==> config.mk <==
export PLATFORM = sky130hd
export DESIGN_NAME = ex_stage
export DESIGN_NICKNAME = d
export VERILOG_FILES = /design/src/rtl/ex_stage_pkg.sv /design/src/rtl/ex_stage_alu.sv /design/src/rtl/ex_stage.sv
export SDC_FILE = /design/constraint.sdc
export NUM_CORES = 1
export LEC_CHECK = 0
export BUFFER_PORTS_ARGS = -buffer_cell sky130_fd_sc_hd__buf_4
export CAP_MARGIN = 10
export CORE_MARGIN = 8
export CORE_UTILIZATION = 55
export CTS_BUF_LIST = sky130_fd_sc_hd__clkbuf_8
export CTS_CLUSTER_DIAMETER = 150
export CTS_CLUSTER_SIZE = 10
export DETAILED_ROUTE_END_ITERATION = 12
export MAX_ROUTING_LAYER = met4
export PLACE_DENSITY = 0.77
export SLEW_MARGIN = 0
export SYNTH_ARGS = -nofsm -noshare
export SYNTH_HDL_FRONTEND = slang
export SYNTH_SLANG_ARGS = --single-unit
==> constraint.sdc <==
create_clock -name clk -period 6.75 [get_ports clk]
set_input_delay 1.35 -clock clk [delete_from_list [all_inputs] [get_ports clk]]
set_output_delay 1.35 -clock clk [all_outputs]
set_load 0.05 [all_outputs]
==> src/rtl/ex_stage_pkg.sv <==
// Shared CPU types: ALU operations, branch conditions and
// execute-stage occupancy states.
package rvcpu;

    typedef enum logic [3:0] {
        ALU_ADD,
        ALU_AND,
        ALU_OR,
        ALU_XOR,
        ALU_SLL,
        ALU_SRL,
        ALU_SRA,
        ALU_SLT,
        ALU_SLTU
    } alu_op_t;

    typedef enum logic [2:0] {
        BR_EQ,
        BR_NE,
        BR_LT,
        BR_GE,
        BR_LTU,
        BR_GEU
    } br_cond_t;

    typedef enum logic [1:0] {
        OCC_EMPTY,
        OCC_ONE,
        OCC_TWO
    } occ_t;

    // x0 is hardwired, so writing it is never useful.
    function automatic logic writes_rd(logic is_branch, logic [4:0] rd);
        return !is_branch && (rd != 5'd0);
    endfunction

endpackage

==> src/rtl/ex_stage_alu.sv <==
// Combinational ALU; invert_b turns ADD into SUB and
// complements b for the logic ops.
module alu
    import rvcpu::*;
#(
    parameter int Width = 32
) (
    input  logic [Width-1:0] a_i,
    input  logic [Width-1:0] b_i,
    input  alu_op_t          op_i,
    input  logic             invert_b_i,
    output logic [Width-1:0] res_o,
    output logic             zero_o,
    output logic             carry_o
);

    localparam int ShW = $clog2(Width);

    logic [Width-1:0] b_eff;
    logic [Width:0]   sum;
    logic [ShW-1:0]   shamt;

    assign b_eff = invert_b_i ? ~b_i : b_i;
    assign sum   = {1'b0, a_i} + {1'b0, b_eff}
                 + {{Width{1'b0}}, invert_b_i};
    assign shamt = b_i[ShW-1:0];

    always_comb begin
        res_o = '0;
        unique case (op_i)
            ALU_ADD:  res_o = sum[Width-1:0];
            ALU_AND:  res_o = a_i & b_eff;
            ALU_OR:   res_o = a_i | b_eff;
            ALU_XOR:  res_o = a_i ^ b_eff;
            ALU_SLL:  res_o = a_i << shamt;
            ALU_SRL:  res_o = a_i >> shamt;
            ALU_SRA:  res_o = $signed(a_i) >>> shamt;
            ALU_SLT:  res_o = {{(Width-1){1'b0}},
                               $signed(a_i) < $signed(b_i)};
            ALU_SLTU: res_o = {{(Width-1){1'b0}}, a_i < b_i};
            default:  res_o = '0;
        endcase
    end

    assign zero_o  = (res_o == '0);
    assign carry_o = sum[Width];

endmodule

==> src/rtl/ex_stage.sv <==
// Execute stage: ALU + branch resolve into a two-entry
// skid buffer with a registered in_ready.
module ex_stage
    import rvcpu::*;
#(
    parameter int Width = 32
) (
    input  logic             clk,
    input  logic             rst,
    input  logic             flush,
    input  logic             in_valid,
    output logic             in_ready,
    input  alu_op_t          in_op,
    input  logic [Width-1:0] in_a,
    input  logic [Width-1:0] in_b,
    input  logic             in_invert_b,
    input  logic             in_is_branch,
    input  br_cond_t         in_cond,
    input  logic [Width-1:0] in_pc,
    input  logic [Width-1:0] in_imm,
    input  logic [4:0]       in_rd,
    output logic             out_valid,
    input  logic             out_ready,
    output logic [Width-1:0] out_res,
    output logic [Width-1:0] out_target,
    output logic [4:0]       out_rd,
    output logic             out_we,
    output logic             out_taken
);

    occ_t             state_q;
    logic             out_valid_q, in_ready_q;
    logic [Width-1:0] res_q, tgt_q, s_res_q, s_tgt_q;
    logic [4:0]       rd_q, s_rd_q;
    logic             we_q, taken_q, s_we_q, s_taken_q;

    logic [Width-1:0] res_d, tgt_d;
    logic             we_d, taken_d, cond_hit;
    logic             accept, retire;
    logic [1:0]       unused_flags;

    alu #(.Width(Width)) u_alu (
        .a_i        (in_a),
        .b_i        (in_b),
        .op_i       (in_op),
        .invert_b_i (in_invert_b),
        .res_o      (res_d),
        .zero_o     (unused_flags[0]),
        .carry_o    (unused_flags[1])
    );

    always_comb begin
        cond_hit = 1'b0;
        unique case (in_cond)
            BR_EQ:   cond_hit = (in_a == in_b);
            BR_NE:   cond_hit = (in_a != in_b);
            BR_LT:   cond_hit = $signed(in_a) < $signed(in_b);
            BR_GE:   cond_hit = $signed(in_a) >= $signed(in_b);
            BR_LTU:  cond_hit = in_a < in_b;
            BR_GEU:  cond_hit = in_a >= in_b;
            default: cond_hit = 1'b0;
        endcase
    end

    assign taken_d = in_is_branch && cond_hit;
    assign tgt_d   = in_pc + in_imm;
    assign we_d    = writes_rd(in_is_branch, in_rd);
    assign accept  = in_valid && in_ready_q;
    assign retire  = out_valid_q && out_ready;

    always_ff @(posedge clk or posedge rst) begin
        if (rst) begin
            state_q     <= OCC_EMPTY;
            out_valid_q <= 1'b0;
            in_ready_q  <= 1'b1;
            res_q       <= '0;
            tgt_q       <= '0;
            rd_q        <= '0;
            we_q        <= 1'b0;
            taken_q     <= 1'b0;
            s_res_q     <= '0;
            s_tgt_q     <= '0;
            s_rd_q      <= '0;
            s_we_q      <= 1'b0;
            s_taken_q   <= 1'b0;
        end else if (flush) begin
            state_q     <= OCC_EMPTY;
            out_valid_q <= 1'b0;
            in_ready_q  <= 1'b1;
        end else begin
            unique case (state_q)
                OCC_EMPTY: begin
                    if (accept) begin
                        res_q       <= res_d;
                        tgt_q       <= tgt_d;
                        rd_q        <= in_rd;
                        we_q        <= we_d;
                        taken_q     <= taken_d;
                        state_q     <= OCC_ONE;
                        out_valid_q <= 1'b1;
                    end
                end
                OCC_ONE: begin
                    // Main is held while stalled; new work parks in skid.
                    if (accept && !retire) begin
                        s_res_q    <= res_d;
                        s_tgt_q    <= tgt_d;
                        s_rd_q     <= in_rd;
                        s_we_q     <= we_d;
                        s_taken_q  <= taken_d;
                        state_q    <= OCC_TWO;
                        in_ready_q <= 1'b0;
                    end else if (accept) begin
                        res_q   <= res_d;
                        tgt_q   <= tgt_d;
                        rd_q    <= in_rd;
                        we_q    <= we_d;
                        taken_q <= taken_d;
                    end else if (retire) begin
                        state_q     <= OCC_EMPTY;
                        out_valid_q <= 1'b0;
                    end
                end
                OCC_TWO: begin
                    if (retire) begin
                        res_q      <= s_res_q;
                        tgt_q      <= s_tgt_q;
                        rd_q       <= s_rd_q;
                        we_q       <= s_we_q;
                        taken_q    <= s_taken_q;
                        state_q    <= OCC_ONE;
                        in_ready_q <= 1'b1;
                    end
                end
                default: begin
                    state_q     <= OCC_EMPTY;
                    out_valid_q <= 1'b0;
                    in_ready_q  <= 1'b1;
                end
            endcase
        end
    end

    assign in_ready   = in_ready_q;
    assign out_valid  = out_valid_q;
    assign out_res    = res_q;
    assign out_target = tgt_q;
    assign out_rd     = rd_q;
    assign out_we     = we_q;
    assign out_taken  = taken_q;

endmodule

==> metrics.yaml, run 1 <==
outcome: "finished clean"
slew_violations: 0
fp.coreArea_mm2: 0.02878
p_switching_mw: 2.417
r2r-start: "in_ready$_DFFE_PP1P_"
grt_max_degree: 90
whs_endpoint: "s_res_q[8]$_DFFE_PP0P_"
min_period_ns: 4.498
async_flop_share_pct: 100.0
max_slew_margin_pct: 26.70
min_from: "s_res_q[8]$_DFFE_PP0P_"
fmax_mhz: 222.3
fillers: 2503
htree_levels: 4
end_kind: "flop"
min-delay-path-class: "reg2reg"
synth_top_family_by_area: "compound AO/OA/AOI/OAI gates"
synth_compound_area_share_pct: 24.32
clock_skew_ns: 0.02956
hpwl_mm: 50.42
max_stage_delay_ns: 0.57
syn_avg_cell_area_um2: 8.052
cp_max_fo: 52
synthDistinctLibCells: 90
cts_buffers: 17
gp_congestion: 1.100
yosys-top-cells-count: "nand2_1 (237), nor2_1 (209), a21oi_1 (174), dfrtp_1 (145)"
synth_top_cell_by_area: "dfrtp_1"
syn_nets: 2283
p_leak_nw: 8.498
ys_ff_latch: 146
via_per_inst: 6.686
path_depth: 12
antenna_found_initial: 1
finalSetupTns_ns: 0
die_x_um: 187.4
hold_buffers: 0
worst_pin_slew_ns: 1.099
grt_overflow: 0
netlist_top_cells_area: "dfrtp_1 (22%), ha_1 (9.9%), mux4_2 (6.6%)"
final_hold_viol_count: 0
yosysMostFrequentCell: "nand2_1"
p_clk_share_pct: 15.6
grt_use_total_pct: 37.40
r2r_end: "out_res[22]$_DFFE_PP0P_"
path_class: "in2reg"
p_per_area_mw_per_mm2: 266.7
io_pins: 220
reg2regPathDepth: 9
num_rows: 62
pwr-share-comb_pct: 54.0
vias: 16901
routed_wl_mm: 65.78
drt-initial-drc-count: 2242
swShare_pct: 49.74
synth_edf_count: 0
wl_per_cell_um: 26.02
fin_util_pct: 63.30
areaGrowthSynthToFinish_pct: 12.80
path_cells: "buf_4 > xor2_1 > inv_1 > fa_1 > nor2b_1 > o21a_1 > nor2_1 > xnor2_1 > mux4_2 > a22oi_1 > o21ai_0 > mux2_2"
cts_root_buffer: "clkbuf_8"
final_nets: 2406
drive_above_1_share_pct: 19.05
ctsResizeCount: 0
synthXorXnorAreaFrac_pct: 4.338
period_share_pct: 66.64
synthMuxAreaShare_pct: 15.04
dieArea_mm2: 0.03511
max-vdd-ir-drop_mv: 0.1955
synth_ff_type: "dfrtp_1"
yosysSeqAreaShare_pct: 22.63
synth_fa_ha_area_share_pct: 10.16
drv_cap: 0
cpMaxStageDelayCell: "buf_4"
worstHoldPathCells: 2
rsz0062_at_grt: "no"
grt_first_pass_wirelength_mm: 99.45
synthCells: 2006
yosys_warnings: 0
syn_area_mm2: 0.01615
clock_tree.buffer_depth: 2
synth.top_cell.area_share_pct: 22.46
critical_path_arrival_ns: 4.85
pwr-share-seq_pct: 30.3
grt_pass1_vias: 16023
ant_nets: 0
cts.sinks: 146
cts_tree: "yes"
finalSetupViolCount: 0
clkLatencyLatePin_ns: 0.47
drt_first_pass_iters: 8
p_int_mw: 2.442
synthSimpleGateAreaFrac_pct: 16.17
required_ns: 7.10
reg2reg_slack_ns: 3.90
port_buffers: 219
clk_pin_slew_ns: 0.10
crit_buf_inv: 2
fp.dieH_um: 187.4
post_cts_buffers: 0
cp-start-kind: "input pin"
initial_core_util_pct: 56.12
drc: 0
cp_top_family: "multiplexers"
-- cell usage in the layout, fill, tap and decap left out, drive strengths merged, types with 6 or more instances in the layout --
cell    count
o211ai     23
inv       139
xnor2      34
mux2       41
o21bai     12
and4        6
ha        128
or3        10
a31oi      51
dfrtp     145
a21oi     178
buf       241
o31ai       6
a22oi      26
a22o        6
o21ai     152
nand2     237
o22ai      18
o21a       13
nand2b     11
and2        8
a221oi      8
nand3      31
nor2b       8
clkbuf     17
nor2      210
mux2i      67
a21o       30
o221ai     10
a211o       9
a211oi     29
a31o        7
nand4      17
xor2       46
nor3       29
mux4       55
and3       16
-- layout make-up --
class	instances	area (um2)	area share [%]
inverter	132	503.0	2.761
sequential	146	3655	20.06
clock inverter	15	191.4	1.051
clock buffer	17	234.0	1.284
multi-input combinational	1591	11340	62.25
timing repair buffer	241	1809	9.931
tap	384	480.5	2.637
antenna	2	5.005	0.02747
-- worst max-delay path by stage --
stage | start | to
global route | in_b[1] | out_res[6]$_DFFE_PP0P_
detailed placement | in_b[1] | s_res_q[4]$_DFFE_PP0P_
CTS | in_b[1] | s_res_q[4]$_DFFE_PP0P_
finish | in_b[1] | s_res_q[4]$_DFFE_PP0P_
floorplan | rst | out_rd[0]$_DFFE_PP0P_
global placement | in_b[1] | s_res_q[4]$_DFFE_PP0P_
-- stage by stage --
step	setup slack [ns]	power (mW)	hold WS, ns	cell area [um2]	std cells
floorplan	1.479	3.204	0.4418	16150	2006
detailed placement	1.924	4.076	0.4628	17790	2494
finish	2.252	4.859	0.4818	18220	2528
global placement	1.968	4.006	0.4524	17790	2494
global route	2.197	5.115	0.5097	18220	2527
CTS	2.395	4.828	0.4825	18210	2526
-- state kept, by name, indices dropped and copies added (netlist names) --
signal and cells:
s_res_q 32, state_q 2, out_valid 1, s_tgt_q 32
s_we_q 1, s_rd_q 5, out_res 32, out_we 1
out_taken 1, in_ready 1, out_target 32, s_taken_q 1
out_rd 5
-- power groups by stage --
stage,sequential [mW],combinational (mW),clock (mW)
after floorplan,2.05,1.15,0
after global placement,1.46,2.54,0
after detailed placement,1.49,2.59,0
after CTS,1.47,2.60,0.763
after global routing,1.52,2.80,0.795
final,1.47,2.62,0.760
-- worst reg2reg max path, cell delays in order (launching register included) --
cell and delay [ns]:
dfstp_2 0.58, nand2_1 0.10, nor2_1 0.30, a21oi_1 0.07
nor2_1 0.14, a21oi_1 0.09, or2_2 0.49, buf_4 0.34
nor2_1 0.45, a31oi_1 0.14
-- logic make-up after synthesis --
group | after synthesis
simple gates | 601
compound gates | 617
mux | 163
buf+inv | 269
fa+ha+maj | 130
flops | 146
xor+xnor | 80
-- per-layer routing --
| metal | track usage, % | vias to the layer above | part of all wire, % |
|---|---|---|---|
| li1 | - | 7503 | - |
| met1 | 51.36 | 8136 | 42 |
| met2 | 53.65 | 1133 | 43 |
| met3 | 9.825 | 129 | 12 |
| met4 | 10.17 | 0 | 2.9 |
| met5 | - | - | 0 |
No activity file was read; power rests on OpenSTA's default activity.
==> run 2, diff against run 1 <==
Settings changed: PLACE_DENSITY 0.77 to 0.8.
Clock period 6.75 ns to 3.9 ns, I/O delays scaled along.
==> run 2 against run 1 <==
  * Hold slack worse by 0.068 ns
  * Clock power up 68%
  * Critical endpoint is now s_res_q[16]$_DFFE_PP0P_
  * Cell area up 3.1%
  * Largest power group unchanged
  * Largest cell class unchanged
  * First-iteration DRC count up 0.45%
  * Die area unchanged
  * Sequential power up 74%
  * Utilization up 2.0 points
  * Global-route usage down 0.28 points
  * Final cell count up 2.8%
  * Combinational power up 80%
==> metrics.yaml, run 2 (synthesized netlist as in run 1, its figures left out) <==
outcome: "finished clean"
clkLatencyLatePin_ns: 0.46  # about the same
cpMaxStageDelayCell: "nor3_1"
antenna_found_initial: 3  # +2
ctsResizeCount: 0  # unchanged
routed_wl_mm: 65.63  # -0.24%
initial_core_util_pct: 56.12  # unchanged
period_share_pct: 91.32
crit_buf_inv: 2  # unchanged
multi_input_area_mm2: 0.01134  # unchanged
clk_pin_slew_ns: 0.10  # about the same
max-vdd-ir-drop_mv: 0.4821  # +150%
path_class: "in2reg"
swShare_pct: 49.55  # -0.19 points
drt-initial-drc-count: 2252  # +0.45%
worst_pin_slew_ns: 1.122  # +0.02259 ns
dp_cells: 2563  # +2.8%
min-delay-path-class: "in2async"
fillers: 2512  # +0.36%
max_stage_delay_ns: 0.50  # -0.07 ns
fp.coreArea_mm2: 0.02878  # unchanged
rsz0062_at_grt: "no"
io_pins: 220  # unchanged
p_int_mw: 4.325  # +77%
p_clk_share_pct: 15.0  # -0.6 points
via_per_inst: 6.585  # -1.5%
final_common_cell: "buf_4"
post_cts_buffers: 0  # unchanged
pwr-share-seq_pct: 29.9  # -0.4 points
dp_slack_ns: -0.01106  # -1.935 ns
grt_use_total_pct: 37.12  # -0.28 points
die_x_um: 187.4  # unchanged
reg2regPathDepth: 9  # unchanged
wl_per_cell_um: 25.26  # -2.9%
fin_ws_ns: 0.3387  # -1.913 ns
slew_violations: 0  # unchanged
max_slew_margin_pct: 24.62  # -2.1 points
final_hold_viol_count: 0  # unchanged
cp_max_fo: 17  # -67%
cts_root_buffer: "clkbuf_8"
ant_nets: 0  # unchanged
p_per_area_mw_per_mm2: 456.4  # +71%
fmax_mhz: 280.8
min_period_ns: 3.561
drc: 0  # unchanged
drt_first_pass_iters: 6  # -2
finalSetupViolCount: 0  # unchanged
r2r_end: "out_res[28]$_DFFE_PP0P_"
layout.cells.most_common_list: "buf_4 (305), nand2_1 (237), nor2_1 (207), a21oi_1 (174), dfrtp_1 (145)"
clock_skew_ns: 0.02722  # -0.002346 ns
finalNonFillerCells: 2598  # +2.8%
fp.dieH_um: 187.4  # unchanged
pwr-share-comb_pct: 55.1  # +1.1 points
num_rows: 62  # unchanged
critical_path_arrival_ns: 3.87  # -0.98 ns
holdWs_ns: 0.4143  # -0.06750 ns
drv_cap: 0  # unchanged
cp_top_family: "compound AO/OA/AOI/OAI gates"
grt_max_degree: 84  # -6.7%
vias: 17109  # +1.2%
areaGrowthSynthToFinish_pct: 16.29
path_cells: "buf_4 > xor2_1 > inv_1 > ha_1 > a21oi_1 > nor2b_1 > a21oi_1 > nor3_1 > nor2_1 > a21o_1 > a31o_2 > a221oi_2 > o21ai_1"
hold_buffers: 0  # unchanged
hpwl_mm: 51.07  # +1.3%
p_switching_mw: 4.247  # +76%
clock_tree.buffer_depth: 2  # unchanged
finalPower_mw: 8.572  # +76%
drive_above_1_share_pct: 21.57  # +2.5 points
cts.sinks: 146  # unchanged
grt_overflow: 0  # unchanged
crit_top_cell: "a21oi_1"
gp_congestion: 1.031  # -6.3%
final_nets: 2475  # +2.9%
port_buffers: 219  # unchanged
htree_levels: 4  # unchanged
cts_tree: "yes"
cts_buffers: 17  # unchanged
reg2reg_slack_ns: 1.10  # -2.80 ns
grt_first_pass_wirelength_mm: 99.30  # -0.15%
grt_pass1_vias: 16483  # +2.9%
cp-start-kind: "input pin"
p_leak_nw: 8.851  # +4.2%
required_ns: 4.21  # -2.89 ns
seqCellArea_mm2: 0.003655  # unchanged
r2r-start: "in_ready$_DFFE_PP1P_"
dieArea_mm2: 0.03511  # unchanged
end_kind: "flop"
-- run 2: cell count changes in the layout (fill, tap and decap cells not counted), sizes merged --
cell and change:
buf +69, clkbuf +1, clkinvlp -1, diode +1
-- run 2: through the flow --
step / utilization, % / TNS, ns / area [um2]
finish: 65.26 / 0 / 18780
global route: 65.26 / 0 / 18780
CTS: 65.24 / 0 / 18780
detailed placement: 63.82 / -0.01106 / 18370
global placement: 63.82 / 0 / 18370
floorplan: - / 0 / 16160
-- run 2: worst max-delay path by stage --
| stage | slack, ns | depth (start not counted) | endpoint | start |
|---|---|---|---|---|
| finish | 0.34 | 13 | s_res_q[16]$_DFFE_PP0P_ | in_invert_b |
| global placement | 0.09 | 13 | out_res[27]$_DFFE_PP0P_ | in_invert_b |
| floorplan | 0.04 | 14 | s_res_q[21]$_DFFE_PP0P_ | in_invert_b |
| CTS | 0.46 | 13 | s_res_q[16]$_DFFE_PP0P_ | in_invert_b |
| global route | 0.20 | 13 | s_res_q[16]$_DFFE_PP0P_ | in_invert_b |
| detailed placement | -0.01 | 13 | s_res_q[16]$_DFFE_PP0P_ | in_invert_b |
-- run 2: power by group through the flow --
stage	Combinational [mW]	Sequential [mW]	Clock, mW
global route	5.02	2.63	1.35
detailed placement	4.64	2.58	0
floorplan	1.99	3.55	0
global placement	4.57	2.54	0
CTS	4.66	2.55	1.29
finish	4.72	2.56	1.28
-- run 2: final cells by class --
| class | instances | share of cell area [%] |
|---|---|---|
| multi-input cells | 1591 | 60.38 |
| well taps | 384 | 2.558 |
| flip-flops and latches | 146 | 19.46 |
| clock buffers | 18 | 1.319 |
| clock inverters | 14 | 0.8527 |
| inverters | 132 | 2.671 |
| diodes | 3 | 0.03997 |
| repair buffers | 310 | 12.72 |
-- run 2: per-layer routing --
layer / routed length [um] / track usage (%) / vias up
met1: 27310 / 49.11 / 8278
li1: - / - / 7640
met3: 8276 / 10.87 / 136
met4: 2070 / 11.06 / 0
met2: 27970 / 54.22 / 1055
met5: 0 / - / -
